### src/rtl/gpio_pkg.sv
// gpio_pkg: shared read-select codes, width limit and bus word type for the GPIO bank
package gpio_pkg;
    localparam logic [1:0] RDSEL_GPI0 = 2'b00;
    localparam logic [1:0] RDSEL_GPI1 = 2'b01;
    localparam logic [1:0] RDSEL_GPO1 = 2'b10;
    localparam logic [1:0] RDSEL_GPO2 = 2'b11;
    localparam int GPIO_MAX_W = 32;
    typedef logic [31:0] gpio_word_t;
endpackage

### src/rtl/gpio_sync.sv
// gpio_sync: STAGES-deep flop-chain synchroniser with synchronous reset
// ports: clk, rst (sync, active-high), d (async pins), q (last flop of the chain)
module gpio_sync #(
    parameter int WIDTH  = 32,
    parameter int STAGES = 2
) (
    input  logic             clk,
    input  logic             rst,
    input  logic [WIDTH-1:0] d,
    output logic [WIDTH-1:0] q
);
    logic [WIDTH-1:0] ff [STAGES];

    always_ff @(posedge clk) begin
        if (rst) begin
            for (int i = 0; i < STAGES; i++) ff[i] <= '0;
        end else begin
            ff[0] <= d;
            for (int i = 1; i < STAGES; i++) ff[i] <= ff[i-1];
        end
    end

    assign q = ff[STAGES-1];
endmodule

### src/rtl/gpio_regs.sv
// gpio_regs: GPIO register bank behind the address decoder (two outputs, two synced inputs, read mux)
// ports: clk, rst (sync, active-high), we1/we2 write strobes, rdsel read select, wd write data,
//        gpi0/gpi1 async pins, gpo1/gpo2 output registers, rd zero-extended read data,
//        irq sticky rising-edge interrupt on gpi0 and irq_clr clear (only with macro GPIO_IRQ_EN)
module gpio_regs
    import gpio_pkg::*;
#(
    parameter int               WIDTH    = 32,
    parameter logic [WIDTH-1:0] GPO1_RST = '0,
    parameter logic [WIDTH-1:0] GPO2_RST = '0
) (
    input  logic                  clk,
    input  logic                  rst,
    input  logic                  we1,
    input  logic                  we2,
    input  logic [1:0]            rdsel,
    input  logic [GPIO_MAX_W-1:0] wd,
    input  logic [WIDTH-1:0]      gpi0,
    input  logic [WIDTH-1:0]      gpi1,
    output logic [WIDTH-1:0]      gpo1,
    output logic [WIDTH-1:0]      gpo2,
    output gpio_word_t            rd,
    output logic                  irq,
    input  logic                  irq_clr
);
    logic [WIDTH-1:0] s0, s1;
    logic             unused_ok;

    gpio_sync #(.WIDTH(WIDTH), .STAGES(2)) u_sync0 (.clk(clk), .rst(rst), .d(gpi0), .q(s0));
    gpio_sync #(.WIDTH(WIDTH), .STAGES(2)) u_sync1 (.clk(clk), .rst(rst), .d(gpi1), .q(s1));

    always_ff @(posedge clk) begin
        if (rst) begin
            gpo1 <= GPO1_RST;
            gpo2 <= GPO2_RST;
        end else begin
            if (we1) gpo1 <= wd[WIDTH-1:0];
            if (we2) gpo2 <= wd[WIDTH-1:0];
        end
    end

    always_comb begin
        case (rdsel)
            RDSEL_GPI0: rd = gpio_word_t'(s0);
            RDSEL_GPI1: rd = gpio_word_t'(s1);
            RDSEL_GPO1: rd = gpio_word_t'(gpo1);
            RDSEL_GPO2: rd = gpio_word_t'(gpo2);
            default:    rd = 'x;
        endcase
    end

`ifdef GPIO_IRQ_EN
    logic [WIDTH-1:0] s3, status, status_nx, edges;
    logic [1:0]       warm;
    logic             irq_q;

    // edges are masked until the warm-up counter saturates so pins high at reset stay quiet
    always_comb begin
        edges     = (warm == 2'd3) ? (s0 & ~s3) : '0;
        status_nx = (irq_clr ? '0 : status) | edges;
    end

    always_ff @(posedge clk) begin
        if (rst) begin
            s3     <= '0;
            status <= '0;
            irq_q  <= 1'b0;
            warm   <= 2'd0;
        end else begin
            s3     <= s0;
            status <= status_nx;
            irq_q  <= |status_nx;
            warm   <= warm + {1'b0, warm != 2'd3};
        end
    end

    assign irq = irq_q;
`else
    assign irq = 1'b0;
`endif

    assign unused_ok = &{1'b0, wd, irq_clr};
endmodule
### config.mk
export PLATFORM = sky130hd
export DESIGN_NAME = gpio_regs
export DESIGN_NICKNAME = d
export VERILOG_FILES = /design/src/rtl/gpio_pkg.sv /design/src/rtl/gpio_sync.sv /design/src/rtl/gpio_regs.sv
export SDC_FILE = /design/constraint.sdc
export NUM_CORES = 1
export LEC_CHECK = 0
export ABC_CLOCK_PERIOD_IN_PS = 1400
export CORE_MARGIN = 2
export CORE_UTILIZATION = 35
export CTS_BUF_LIST = sky130_fd_sc_hd__clkbuf_4
export CTS_CLUSTER_SIZE = 14
export DETAILED_ROUTE_END_ITERATION = 12
export PLACE_DENSITY_LB_ADDON = 0.3
export SLEW_MARGIN = 20
export SYNTH_ARGS = -nofsm -noshare
export SYNTH_HDL_FRONTEND = slang
export SYNTH_SLANG_ARGS = --single-unit
### constraint.sdc
create_clock -name clk -period 1.4 [get_ports clk]
set_input_delay 0.28 -clock clk [delete_from_list [all_inputs] [get_ports clk]]
set_output_delay 0.28 -clock clk [all_outputs]
set_load 0.01 [all_outputs]
# After elaboration in Yosys (flattened, before gate mapping)
# Memory sizes are Yosys's and may differ from the RTL's.
# Index checks and enable logic that the tools add are counted.
# classes
mux	8
eq_ne	3
reduce_logical	1
n_bitwise	4
# op_table
cell	count
$mux W32	4
$pmux W32 S4	1
$eq A2 B2 Y1 const B	2
$or A1 B1 Y1	4
$mux W1	3
$eq A2 B1 Y1 const B	1
$logic_not A2 Y1	1
# totals
mem_bits_rw	128
memories	2
elab_cells	20
output_inout_bits	97
register_bits	64
input_bits	103
# memory_table
name	words	width	read_ports	rd_clocked_by_memory_dff	write_ports	line_no	text
u_sync0.ff	2	32	2	0	2	gpio_sync.sv:12	logic [WIDTH-1:0] ff [STAGES];
u_sync1.ff	2	32	2	0	2	gpio_sync.sv:12	

# Longest topological paths before layout
# depth
ltp_word	3
depth_mapped	4

# Modules after synthesis
# A second synthesis with hierarchy kept.
# unflattened
cells_unflattened	582
area_unflattened_um2	7387.1
# by_module_without_submodules
module	seq_area_each_um2	n_inst	area_each_um2	cells_each
gpio_sync	1281.2	2	2158.3	167
gpio_regs	1281.2	1	3070.4	248

# Worst setup path before layout
# OpenSTA, ideal clock, no wires.
# synth_path
kind	input -> output
from	input port rdsel[0]
to	output port rd[0]
path_slack_ns	0.051
required_time_ns	1.120
n_path_buf	2
cell_stages	3
arrival_ns	1.069
path_cell_list	buf_6 > buf_12 > mux4_2
# synth_between
elab_chain_len	2
# synth_rtl
item	line_no	text
from (decl)	gpio_regs.sv:16	input logic [1:0] rdsel,
$eq A2 B2 Y1, or another cell as far along	gpio_regs.sv:43	case (rdsel)
$pmux W32 S4 (*)	gpio_regs.sv:43	
to (decl)	gpio_regs.sv:22	output gpio_word_t rd,
# Every way passes the cells marked *; elsewhere a longest branch is shown, timed or not.

# Worst setup path in the final report
# layout_path
from	register gpo2[28]
to	output port rd[28]
# layout_between
elab_chain_len	1
# layout_rtl
item	line_no	text
from (decl)	gpio_regs.sv:21	output logic [WIDTH-1:0] gpo2,
from (signal assigned)	gpio_regs.sv:38	if (we2) gpo2 <= wd[WIDTH-1:0];
$pmux W32 S4	gpio_regs.sv:43	
# No other way between the ends.

==> metrics.txt <==
remaining global-route overflow=0; worst-path fanout max=2; hold crit path type=in -> reg; clock sink count=about 190; gr usage total=16.4%; Area Growth Syn to Fin=55.6%; hpwl dp=roughly 11000 um; Post-Layout Inst Area=10100 um2; Final Setup Violations=69; fin crit share=130%; mapped cell area=6490 um2; Seq/Total Area, Yosys=59.2%; Nets=902; Max Transition Viols Final=0; max frequency=549 MHz; DR iter-0 viols=151; Synth Area in Adders=0%; GPL Wtd Cong=0.774; status=complete, but fails checks; GR peak layer=met2; setup ws final=-423 ps; mean area per synthesized cell=between 10 and 15 um2; Sequential Area=3930 um2; Gate Count Post-Synth=518; Worst Path Class, Setup=reg -> out; largest net degree at the start of global routing=39; DP Area=roughly 9200 um2; maximum buffer depth of the clock tree=2; first-pass GRT wire length=25000 um; RSZ-0062 raised after global routing=true; Worst setup SP type=register; Worst EP required=1120 ps; leak pwr=4.36 nW; DRT Wirelength=16200 um; setup_tns=-13930 ps; share of cells above drive strength 1=40.9%; CTS tree=yes; most common cell in the netlist=dfxtp_1; Synth Area in Compound Gates=0%; synth cell count leaders=192 x dfxtp_1, 128 x nor2b_1, 64 x mux2i_1, 64 x nor2_1, 30 x mux4_2; initial core utilization=between 30% and 40%; Multi-input gate area=between 2000 and 2500 um2; Peak VDD IR=0.479 mV; critical path endpoint category=primary output; cells taking the most area after synthesis=dfxtp_1 59%, nor2b_1 12%, mux4_2 10%, mux2i_1 9.9%, nor2_1 3.7%; Final Critical Period=1820 ps; met2 usage=approximately 29%; M1 GR Usage=a little under a fifth; top-area cell type share of the netlist area=59.2%; mux share of post-synthesis cell area=21.1%; Max-cap violations=0; DRC viols=12; Syn Nets=621; die area=19600 um2; Synth Register Bits=between 150 and 200; drt pass-1 iters=9; I/O Buffers=197; failing checks=DRC, setup timing; Crit path arrival time=~1500 ps; leading area contributor after synthesis=dfxtp_1; final hold vios=0; Netlist cell types=13; die width=140 um; Post-synth EDFFs=0; root buffer cell=clkbuf_4; CTS HTree Levels=4; M3 GR Usage=5.91%; Final ANT Viol Nets=0; vias per cell=4.46; Non-Filler Instances=1043; CTS Buf Count=17; initial antenna violation count=1; ys async rst share=0%; vias in the first global route=4844; Power Density=1050 nW/um2; I/O Pins=200; die span in y=140 um; flop2flop setup slack=440 ps; core footprint=18100 um2; total chip power=roughly 0.011 W; most common flop cell mapped by yosys=dfxtp_1; clock-pin slew on the worst setup and hold paths=~160 ps; via count=4650; Skew-Pair Late Insertion Delay=550 ps; Post-Synth XOR/XNOR Area=0%; placed instance count=983; # rows=49; Worst Clk Skew=16.9 ps; warning count from the yosys run=0; Fill cells=1522; main combinational cell family by area after synthesis=multiplexers; post-synthesis simple-gate area fraction=~16%; Routed wire per std cell=15.6 um
final timing paths:
| path | start | endpoint | cells past startpoint |
|---|---|---|---|
| min reg2reg | u_sync0.ff[0][26] | u_sync0.ff[0][58] | 1 |
| max | gpo2[28] | rd[28] | 2 |
| max reg2reg | gpo2[22] | gpo2[22] | 5 |
| min | gpi0[20] | u_sync0.ff[0][20] | 2 |
where the power goes:
part / switching [W] / internal (W)
Sequential: 0.000115 / 0.00577
Clock: 0.00194 / 0.000946
Combinational: 0.000644 / 0.00114
Total: 0.00270 / 0.00786
area by class of cell:
class                      instances  share of cell area [%]
antenna                            2                  0.0496
clock buffer                      17                    1.26
clock inverter                    15                    1.50
multi-input combinational        289                    23.8
sequential                       192                    38.9
tap                              229                    2.84
timing repair buffer             299                    31.6
metal layers:
metal  part of all wire (%)  vias to the layer above
met5                      0                        -
met4                    1.6                        0
met2                     52                      132
li1                       -                     2261
met3                    6.8                       17
met1                     40                     2240
what timing repair did:
action,in CTS,in global routing
resized for setup,600,51
hold endpoints to repair,17,0
endpoints found under the setup margin,96,96
setup buffers,13,46
hold buffers,1,0
critical path: stages (launching register included):
cell and delay, ps:
dfxtp_2 360, mux4_2 490, buf_6 140
registers in the layout, summed over array words and instances (netlist names):
register	count
u_sync1.ff	64
gpo2	32
gpo1	32
u_sync0.ff	64
stage by stage:
stage | hold slack, ps | utilization [%] | setup slack, ps
detailed placement | 420 | 50.8 | -581
CTS | 174 | 54.3 | -499
global placement | 419 | 50.8 | -560
finish | 249 | 55.8 | -423
global route | 175 | 55.8 | -532
floorplan | 408 | - | 51.2
cell usage in the layout, fill, tap and decap left out:
cell type        Yosys  final
buf_12               3      9
buf_2                7     11
buf_4                7     18
buf_6                1    164
bufinv_16            0      1
clkbuf_4             0     17
clkdlybuf4s50_1      0     96
clkinv_1             0      1
clkinv_2             0      1
clkinv_4             0      3
clkinvlp_4           0      2
conb_1               1      1
dfxtp_1            192    125
dfxtp_2              0     67
diode_2              0      2
dlygate4sd3_1        0      1
inv_6                0      3
inv_8                0      4
mux2i_1             64     64
mux4_2              30     32
nor2_1              64     64
nor2b_1            128    128
cells by family after synthesis:
logic type             count (synthesis)
muxes                                 96
DFF                                  192
and+or+nand+nor                      192
other                                  1
buffers and inverters                 37
Note: power is estimated with default switching activity, not from simulation.
